==> src/rtl/priority_grant_queue_if.sv <==
// Request/grant bundle for priority_grant_queue: request lines, enable mask,
// the granted index with its valid/ready handshake, and status outputs.
interface priority_grant_queue_if #(
    parameter int N    = 8,
    parameter int IDXW = $clog2(N)
);
    logic [N-1:0]    req;
    logic [N-1:0]    mask;
    logic            out_ready;
    logic            out_valid;
    logic [IDXW-1:0] out_idx;
    logic [N-1:0]    pending;
    logic            overflow;

    // master: the request sources and the consumer of grants
    modport master (
        output req, mask, out_ready,
        input  out_valid, out_idx, pending, overflow
    );

    // slave: the arbiter itself
    modport slave (
        input  req, mask, out_ready,
        output out_valid, out_idx, pending, overflow
    );
endinterface

==> src/rtl/priority_grant_queue.sv <==
// Sticky-pending request arbiter: latches request pulses, masks them, and hands
// out one winner index at a time over valid/ready (fixed priority or round-robin).
module priority_grant_queue #(
    parameter int N     = 8,
    parameter int IDXW  = $clog2(N),
    parameter bit RR_EN = 1'b0
) (
    input  logic                 clk,
    input  logic                 reset_n,
    priority_grant_queue_if.slave bus
);
    typedef enum logic {IDLE = 1'b0, HOLD = 1'b1} state_t;

    state_t          state_q, state_d;
    logic [N-1:0]    pending_q, pending_d;
    logic [IDXW-1:0] out_idx_q, out_idx_d;
    logic [IDXW-1:0] last_grant_q, last_grant_d;
    logic            overflow_q, overflow_d;

    logic [N-1:0]    clr;
    logic [N-1:0]    elig;
    logic            accept;
    logic            any_elig;
    logic [IDXW-1:0] winner;
    logic            found;
    int              scan_start;
    int              cand;
    logic [IDXW-1:0] cand_idx;

    assign accept   = (state_q == HOLD) && bus.out_ready;
    assign elig     = pending_q & bus.mask;
    assign any_elig = |elig;

    genvar gi;
    generate
        for (gi = 0; gi < N; gi++) begin : g_clr
            assign clr[gi] = accept && (out_idx_q == IDXW'(gi));
        end
    endgenerate

    // Descending scan from scan_start with wrap; in fixed mode the scan simply
    // starts at N-1. Starting one below last_grant makes the served line last.
    always_comb begin
        winner     = '0;
        found      = 1'b0;
        cand       = 0;
        cand_idx   = '0;
        scan_start = RR_EN ? (int'(last_grant_q) + N - 1) : (N - 1);
        for (int k = 0; k < N; k++) begin
            cand     = (scan_start - k) % N;
            cand_idx = IDXW'(cand);
            if (!found && elig[cand_idx]) begin
                winner = cand_idx;
                found  = 1'b1;
            end
        end
    end

    // A new request on the bit being cleared wins, so it is never lost.
    always_comb begin
        state_d      = state_q;
        out_idx_d    = out_idx_q;
        last_grant_d = last_grant_q;
        pending_d    = (pending_q & ~clr) | bus.req;
        overflow_d   = |(bus.req & pending_q & ~clr);
        case (state_q)
            IDLE: begin
                if (any_elig) begin
                    out_idx_d = winner;
                    state_d   = HOLD;
                end
            end
            HOLD: begin
                if (bus.out_ready) begin
                    last_grant_d = out_idx_q;
                    state_d      = IDLE;
                end
            end
            default: state_d = IDLE;
        endcase
    end

    always_ff @(posedge clk) begin
        if (!reset_n) begin
            state_q      <= IDLE;
            pending_q    <= '0;
            out_idx_q    <= '0;
            last_grant_q <= '0;
            overflow_q   <= 1'b0;
        end else begin
            state_q      <= state_d;
            pending_q    <= pending_d;
            out_idx_q    <= out_idx_d;
            last_grant_q <= last_grant_d;
            overflow_q   <= overflow_d;
        end
    end

    assign bus.out_valid = (state_q == HOLD);
    assign bus.out_idx   = out_idx_q;
    assign bus.pending   = pending_q;
    assign bus.overflow  = overflow_q;
endmodule

==> src/flat_wrapper.sv <==
// flat-port wrapper written by rule: the top's interface ports become plain ports
module priority_grant_queue_flat 
#(
    parameter int N     = 8,
    parameter int IDXW  = $clog2(N),
    parameter bit RR_EN = 1'b0
)
  (clk, reset_n, bus_req, bus_mask, bus_out_ready, bus_out_valid, bus_out_idx, bus_pending, bus_overflow);
  priority_grant_queue_if #(.N(N), .IDXW(IDXW)) bus_i ();
  input  logic clk;
  input  logic reset_n;
  input wire logic [$bits(bus_i.req)-1:0] bus_req;
  input wire logic [$bits(bus_i.mask)-1:0] bus_mask;
  input wire logic [$bits(bus_i.out_ready)-1:0] bus_out_ready;
  output wire logic [$bits(bus_i.out_valid)-1:0] bus_out_valid;
  output wire logic [$bits(bus_i.out_idx)-1:0] bus_out_idx;
  output wire logic [$bits(bus_i.pending)-1:0] bus_pending;
  output wire logic [$bits(bus_i.overflow)-1:0] bus_overflow;
  assign bus_i.req = bus_req;
  assign bus_i.mask = bus_mask;
  assign bus_i.out_ready = bus_out_ready;
  assign bus_out_valid = bus_i.out_valid;
  assign bus_out_idx = bus_i.out_idx;
  assign bus_pending = bus_i.pending;
  assign bus_overflow = bus_i.overflow;
  priority_grant_queue #(.N(N), .IDXW(IDXW), .RR_EN(RR_EN)) u_core (.clk(clk), .reset_n(reset_n), .bus(bus_i));
endmodule
==> config.mk <==
export PLATFORM = sky130hd
export DESIGN_NAME = priority_grant_queue_flat
export DESIGN_NICKNAME = d
export VERILOG_FILES = /design/src/rtl/priority_grant_queue_if.sv /design/src/rtl/priority_grant_queue.sv /design/src/flat_wrapper.sv
export SDC_FILE = /design/constraint.sdc
export NUM_CORES = 1
export LEC_CHECK = 0
export ABC_AREA = 0
export CAP_MARGIN = 20
export CORE_AREA = 4 4 44 55
export DETAILED_ROUTE_END_ITERATION = 10
export DIE_AREA = 0 0 48 59
export PLACE_DENSITY = 0.7
export RECOVER_POWER = 50
export SETUP_SLACK_MARGIN = 0.5
export SYNTH_ARGS = -nofsm -noshare
export SYNTH_HDL_FRONTEND = slang
export SYNTH_SLANG_ARGS = --single-unit
==> constraint.sdc <==
create_clock -name clk -period 1.3 [get_ports clk]
set_input_delay 0.195 -clock clk [delete_from_list [all_inputs] [get_ports clk]]
set_output_delay 0.195 -clock clk [all_outputs]
set_load 0.02 [all_outputs]
# --- Word level (Yosys, flattened, before mapping) ---
# Index checks and enable logic that the tools add are counted.
word_totals:
  register_bits: 13
  in_bits: 19
  output_inout_bits: 13
  wordCells: 63
classes:
  n_eq_ne: 7
  muxes: 18
  bitwise_logic: 7
  reduce_logical: 27
op_table:
  columns: ["op", "count"]
  rows:
  - ["8-bit AND", 4]
  - ["3-bit 2-to-1 mux", 8]
  - ["1-bit logical AND", 16]
  - ["8-bit OR reduction", 2]
  - ["3-bit equality test, second input constant", 4]
  - ["1-bit 2-to-1 mux", 9]
  - ["8-bit inverter", 1]
  - ["8-bit OR", 1]
  - ["1-bit zero test", 7]
  - ["3-bit by 2-bit equality test with 1-bit output, second input constant", 2]
  - ["3-bit by 1-bit equality test with 1-bit output, second input constant", 1]
  - ["3-bit zero test", 1]
  - ["1-bit one-hot mux with 2 select lines", 1]
  - ["2-bit AND reduction", 1]
  - ["1-bit inverter", 1]

# --- Longest topological paths before layout ---
# Gate-level depths: netlist of the first run.
depth:
  ltp_word: 23
  depth_mapped: 5
  mapped_depth_nobuf: 4

# --- Worst setup path after synthesis of the first run ---
# Ideal clock, no wire load.
synth_timing:
  kind: "reg2reg"
  start: "register u_core.pending_q[5] (netlist: u_core.bus.pending[5])"
  end: "register u_core.out_idx_q[0] (netlist: u_core.bus.out_idx[0])"
  setup_time_ns: 0.119
  t_arrival_ns: 1.354
  t_required_ns: 1.181
  path_slack_ns: -0.173
  stages_incl_launch_ff: 4
  path_buffers: 0
  cell_sequence: "dfxtp_1 a222oi_1 a41oi_1 o221a_1"
synth_via:
  elab_chain_cells: 18
synth_lines:
  columns: ["item", "line", "rtl"]
  rows:
  - ["from (decl)", "priority_grant_queue.sv:15", "logic [N-1:0] pending_q, pending_d;"]
  - ["from (signal assigned)", "priority_grant_queue.sv:92", "pending_q <= pending_d;"]
  - ["8-bit AND (*)", "priority_grant_queue.sv:31", "assign elig = pending_q & bus.mask;"]
  - ["1-bit logical AND", "priority_grant_queue.sv:52", "if (!found && elig[cand_idx]) begin"]
  - ["1-bit 2-to-1 mux", "priority_grant_queue.sv:52", null]
  - ["1-bit zero test", "priority_grant_queue.sv:52", null]
  - ["1-bit logical AND", "priority_grant_queue.sv:52", null]
  - ["1-bit 2-to-1 mux", "priority_grant_queue.sv:52", null]
  - ["1-bit zero test", "priority_grant_queue.sv:52", null]
  - ["1-bit logical AND", "priority_grant_queue.sv:52", null]
  - ["[2 not listed]", null, null]
  - ["1-bit logical AND", "priority_grant_queue.sv:52", null]
  - ["1-bit 2-to-1 mux", "priority_grant_queue.sv:52", null]
  - ["1-bit zero test", "priority_grant_queue.sv:52", null]
  - ["1-bit logical AND", "priority_grant_queue.sv:52", null]
  - ["1-bit 2-to-1 mux", "priority_grant_queue.sv:52", null]
  - ["1-bit zero test", "priority_grant_queue.sv:52", null]
  - ["1-bit logical AND", "priority_grant_queue.sv:52", null]
  - ["3-bit 2-to-1 mux", "priority_grant_queue.sv:52", null]
  - ["to (signal assigned)", "priority_grant_queue.sv:93", "out_idx_q <= out_idx_d;"]
  - ["to (decl)", "priority_grant_queue.sv:16", "logic [IDXW-1:0] out_idx_q, out_idx_d;"]
# Mark *: on every way between the ends. The rest lies on a longest branch, timed or not.
# A chain may end at the register's enable or synchronous reset.

# --- Final worst setup path of the first run ---
# Ends and elaborated chain as after synthesis.

==> reports/results.ini, run 1 <==
[outcome]
status = complete, but fails checks
violations = negative setup slack

[sta]
fin_crit_ps = 1425
fin_crit_sh_pct = 109.6
rsz0062_at_grt = true
fmax_mhz = 701.6
setup_viol = 6
finalClockSkew_ps = 11.28
finalHoldViolations = 0
worst_slack_ps = -125.4
relSlewSlack_pct = 81.68
slew_violations = 0
tightest_slew_ps = 274.9

[clock_network]
cts_root_buf = clkbuf_4
clock_path_buffers = 2
clk_pin_slew_ps = 80
cts.sinks = 13
numCtsBuffers = 3
worstSkewPairLatency_ps = 300
cts_htree_levels = 1
ctsHoldBuffers = 0
cts_tree = done

[layout]
final_cell_mix = buf_6 (25), clkdlybuf4s50_1 (17), buf_4 (14), nand2_1 (11), nor2_1 (10)
fin_cells = 160
drive_gt1_share_pct = 50.00
areaGrowthSynthToFinish_pct = 118.6
final_common_cell = buf_6
insertedDiodeCount = 0
fin_util_pct = 70.48
fin_nets = 160

[floorplan]
rows = 18
die_x_um = 48
initial_core_util_pct = 32.24
die_y_um = 59
die_area_mm2 = 0.002832
coreArea_mm2 = 0.001937
num_io_pins = 32

[worst_setup_path]
cp.required_ps = 1530
startpoint_type = register
crit_start = u_core.bus.pending[5]
worstPathMaxFanout = 3
crit_type = register to register
end_kind = register
r2r_start = u_core.bus.pending[5]
arrival_ps = 1660

[global_routing]
grt_overflow_total = 0
grt_pass1_wl_um = 3739
antenna_found_initial = 0
grt_start_max_net_pins = 9
grtUsageTotal_pct = 19.38
grt_pass1_vias = 870

[min_path]
min_from = bus_out_ready
hold_path.class = primary input to register

[pwr]
power_density_mw_per_mm2 = 959.3
power_leakage_nw = 0.5816
vdd_ir_drop_max_mv = 0.6463

[routing]
vias = 898
drc_errors = 0
drt-wirelength-per-cell_um = 16.99
viasPerCell = 5.613
dr.pass1.iters = 4
ant_nets = 0
drt_iter0_drc = 38
finalWirelength_um = 2718

[logic_synthesis]
syn-num-nets = 98
yosysSeqAreaShare_pct = 41.68
netlist_area_um2 = 624.3
synth_warnings = 0
syn_area_per_cell_um2 = 7.903
synth_cell_types = 26
ys_seq_elements = 13
syn_inst = 79

[run]
drv_cap = 0

[place]
place_ws_ps = -453.6
routabilityCongestion = 0.8728
place_inst = 141
port_buffers = 31
dpl.hpwl_um = 1645

-- per-layer routing --
layer / vias to the layer above / global-route usage, % / share of wire, %
li1: 421 / - / -
met1: 415 / 20.75 / 35
met2: 55 / 32.70 / 54
met3: 7 / 3.647 / 8.2
met4: 0 / 12.69 / 2.7
met5: - / 0 / 0
-- path summary, 6_finish.rpt --
| path | endpoint | slack, ps | depth (start not counted) |
|---|---|---|---|
| worst max-delay path | u_core.bus.out_idx[0] | -130 | 6 |
| worst min-delay path | u_core.bus.out_valid | 270 | 2 |
| worst max register to register | u_core.bus.out_idx[0] | -130 | 6 |
| worst min register to register | u_core.bus.out_valid | 480 | 1 |
-- worst max-delay path, stage by stage (launching register included) --
cell      delay [ps]
dfxtp_2          330
a222oi_1         320
buf_4            180
buf_6            100
nand4_1           80
a21boi_1         170
o221a_1          190
-- Yosys cell counts (all sizes together) --
| master | number | area [um^2] |
|---|---|---|
| nand2 | 14 | 52.55 |
| dfxtp | 13 | 260.3 |
| nor2 | 11 | 41.29 |
| a21oi | 9 | 45.04 |
| a21boi | 4 | 30.03 |
| a22oi | 4 | 30.03 |
| a31oi | 2 | 12.51 |
| nand3 | 2 | 10.01 |
| nor2b | 2 | 12.51 |
| o21ai | 2 | 10.01 |
| a211oi | 1 | 7.510 |
| a21bo | 1 | 10.01 |
| a222oi | 1 | 10.01 |
| a311oi | 1 | 8.760 |
| a32oi | 1 | 8.760 |
| a41oi | 1 | 8.760 |
| and3 | 1 | 6.260 |
| and3b | 1 | 8.760 |
| clkbuf | 1 | 3.750 |
| clkinv | 1 | 3.750 |
| nand3b | 1 | 7.510 |
| nand4 | 1 | 6.260 |
| nor3 | 1 | 5.000 |
| nor4 | 1 | 6.260 |
| o21a | 1 | 7.510 |
| o221a | 1 | 11.26 |
-- what timing repair did --
item	4_1_cts	5_1_grt
endpoints found under the setup margin	26	26
pin swaps	18	11
setup buffers	8	7
resized for setup	119	9
-- through the flow --
stage / area [um^2] / power (mW) / TNS (ps) / hold slack [ps]
2_1_floorplan: 668.1 / 0.6560 / -183.0 / 284.0
3_3_place_gp: 1080 / 0.8580 / -1740 / 478.4
3_5_place_dp: 1080 / 0.8653 / -1934 / 481.3
4_1_cts: 1304 / 1.252 / -78.82 / 257.8
5_1_grt: 1365 / 1.355 / -736.6 / 290.2
6_report: 1365 / 1.309 / -184.0 / 269.6
-- final cells by class --
cell class	instances	area [um^2]
clock buffers	3	22.52
clock inverters	1	5.005
fillers	147	571.8
inverters	1	3.754
multi-input cells	64	462.9
flip-flops and latches	13	276.5
well taps	20	25.02
repair buffers	58	569.3
-- state kept, by name, summed over array words and instances (netlist names) --
signal / flops
u_core.bus.out_idx: 3
u_core.bus.out_valid: 1
u_core.bus.pending: 8
u_core.bus.overflow: 1
-- power breakdown --
part | internal [mW] | total (mW) | switching [mW] | leakage, nW
Combinational | 0.303 | 0.535 | 0.232 | 0.453
Sequential | 0.441 | 0.500 | 0.0584 | 0.111
Clock | 0.115 | 0.275 | 0.160 | 0.0177
-- logic make-up after synthesis --
group / after synthesis / share of synthesized area (%)
AOI/OAI and AO/OA: 29 / 32.07
DFF: 13 / 41.68
and+or+nand+nor: 35 / 25.05
buffers and inverters: 2 / 1.201
(Power assumes the default switching activity.)
==> run 2, diff against run 1 <==
--- a/config.mk
+++ b/config.mk
@@ -7,10 +7,10 @@
 export LEC_CHECK = 0
 export ABC_AREA = 0
 export CAP_MARGIN = 20
-export CORE_AREA = 4 4 44 55
+export CORE_AREA = 4 4 45 47
 export DETAILED_ROUTE_END_ITERATION = 10
-export DIE_AREA = 0 0 48 59
-export PLACE_DENSITY = 0.7
+export DIE_AREA = 0 0 49 51
+export PLACE_DENSITY = 0.77
 export RECOVER_POWER = 50
 export SETUP_SLACK_MARGIN = 0.5
 export SYNTH_ARGS = -nofsm -noshare
==> constraint.sdc (replaced) <==
create_clock -name clk -period 1.64 [get_ports clk]
set_input_delay 0.246 -clock clk [delete_from_list [all_inputs] [get_ports clk]]
set_output_delay 0.246 -clock clk [all_outputs]
set_load 0.02 [all_outputs]
==> run 2 against run 1 <==
Against the previous run:
- the flow now finishes without violations
- maximum frequency rose by 1.4%
- combinational power decreased by 52%
- cell area decreased by 26%
- die area fell by 12%
- sequential power shrank 23%
- worst hold slack improved by 41 ps
- critical path depth is 1 lower
- register-to-register slack improved by 360 ps
- via count down 12%
- clock power is 25% lower
- sequential share of layout area up 7.0 points
- critical path type unchanged
- largest power group is now registers
==> reports/results.ini, run 2 (synthesized netlist as in run 1, its figures left out) <==
[outcome]
status = finished, final reports clean

[global_routing]
grt_pass1_vias = 756
grt_overflow_total = 0
antenna_found_initial = 0
grtUsageTotal_pct = 17.22
grt_pass1_wl_um = 3374
grt_start_max_net_pins = 9

[routing]
ant_nets = 0
drc_errors = 0
dr.pass1.iters = 5
finalWirelength_um = 2076
viasPerCell = 5.739
vias = 792
drt_iter0_drc = 60
drt-wirelength-per-cell_um = 15.04

[sta]
worst_slack_ps = 234.3
rsz0062_at_grt = true
finalHoldViolations = 0
fmax_mhz = 711.4
finalClockSkew_ps = 0.4461
hold_ws_ps = 310.3
fin_crit_ps = 1406
slew_violations = 0
tightest_slew_ps = 378.0
fin_crit_sh_pct = 85.71
relSlewSlack_pct = 74.80
setup_viol = 0

[layout]
largest_reg_flops = 8
drive_gt1_share_pct = 24.79
fin_nets = 141
final_common_cell = clkdlybuf4s50_1
nFillCells = 160
areaGrowthSynthToFinish_pct = 62.52
insertedDiodeCount = 0
final_cell_mix = clkdlybuf4s50_1 (16), nand2_1 (14), nor2_1 (11), clkbuf_1 (10), a21oi_1 (8)

[pwr]
clockPowerShare_pct = 24.2
power_density_mw_per_mm2 = 839.6
p_sw_share_pct = 33.90
vdd_ir_drop_max_mv = 0.4594
p_seq_share_pct = 45.4
p_sw_mw = 0.2888
p_int_mw = 0.5631
power_leakage_nw = 0.4009
p_comb_share_pct = 30.3

[worst_setup_path]
cpPeakStageDelay_ps = 390
crit_type = register to register
r2r_start = u_core.bus.pending[5]
cp.required_ps = 1870
worstPathMaxFanout = 3
crit_slowest_cell = a222oi_1
crit_start = u_core.bus.pending[5]
end_kind = register
startpoint_type = register
arrival_ps = 1640
cp_cell_sequence = a222oi_1 > buf_4 > nand2_1 > o21ai_2 > o221a_1

[floorplan]
num_io_pins = 32
initial_core_util_pct = 37.80
die_area_mm2 = 0.002499
coreArea_mm2 = 0.001652
rows = 15
die_y_um = 51
die_x_um = 49

[min_path]
hold_path.class = primary input to register
min_from = bus_out_ready

[clock_network]
worstSkewPairLatency_ps = 280
cts_htree_levels = 1
ctsHoldBuffers = 0
clk_pin_slew_ps = 90
clock_path_buffers = 2
cts_tree = done
cts.sinks = 13
cts_root_buf = clkbuf_4
numCtsBuffers = 3

[run]
drv_cap = 0

[place]
port_buffers = 31
dpl.hpwl_um = 1507
place_ws_ps = -96.55
routabilityCongestion = 0.8357

-- run 2: final timing paths --
path / to / slack (ps) / depth (start not counted)
worst min-delay path: u_core.bus.out_valid / 310 / 2
worst max-delay path: u_core.bus.out_idx[0] / 230 / 5
worst min register to register: u_core.bus.out_valid / 490 / 1
worst max register to register: u_core.bus.out_idx[0] / 230 / 5
-- run 2: final cells by class --
type                            count  area [um^2]  area share, %
Timing Repair Buffer               39        296.5          29.22
Tap cell                           17        21.27          2.096
Sequential cell                    13        276.5          27.25
Inverter                            1        3.754         0.3699
Clock buffer                        3        22.52          2.219
Clock inverter                      1        5.005         0.4932
Multi-Input combinational cell     64        389.1          38.35
-- run 2: power by group through the flow --
stage               Combinational [mW]  Sequential (mW)  Clock [mW]
finish                           0.258            0.387       0.207
global route                     0.280            0.393       0.220
CTS                              0.255            0.386       0.208
detailed placement               0.259            0.392           0
global placement                 0.255            0.392           0
floorplan                       0.0884            0.422           0
-- run 2: per-stage QoR --
stage	total power [mW]	setup TNS (ps)	util, %	std cells	area, um^2
floorplan	0.5099	0	-	79	633.1
finish	0.8519	0	61.44	138	1015
global route	0.8922	0	61.44	138	1015
global placement	0.6471	-137.2	59.92	130	989.7
detailed placement	0.6507	-162.0	59.92	130	989.7
CTS	0.8488	0	62.05	136	1025
-- run 2: metal layers --
layer | GRT usage [%] | vias to the layer above | share of wire, % | routed length [um]
li1 | - | 382 | - | -
met1 | 19.86 | 348 | 42 | 875
met2 | 28.48 | 51 | 45 | 939
met3 | 4.373 | 11 | 8.7 | 181
met4 | 10.31 | 0 | 3.9 | 80
met5 | 0 | - | 0 | 0
-- run 2: repair_timing --
action | 4_1_cts | 5_1_grt
setup buffers | 2 | 2
endpoints found under the setup margin | 22 | 15
pin swaps | 5 | 1
gates resized for setup | 56 | 12
-- run 2: worst max-delay path: cells and delay by family (launching register included) --
kind / cells / cell delay [ps]
buffers and inverters: 1 / 200
AO/OA/AOI/OAI: 3 / 710
AND/OR/NAND/NOR: 1 / 110
flip-flops: 1 / 340
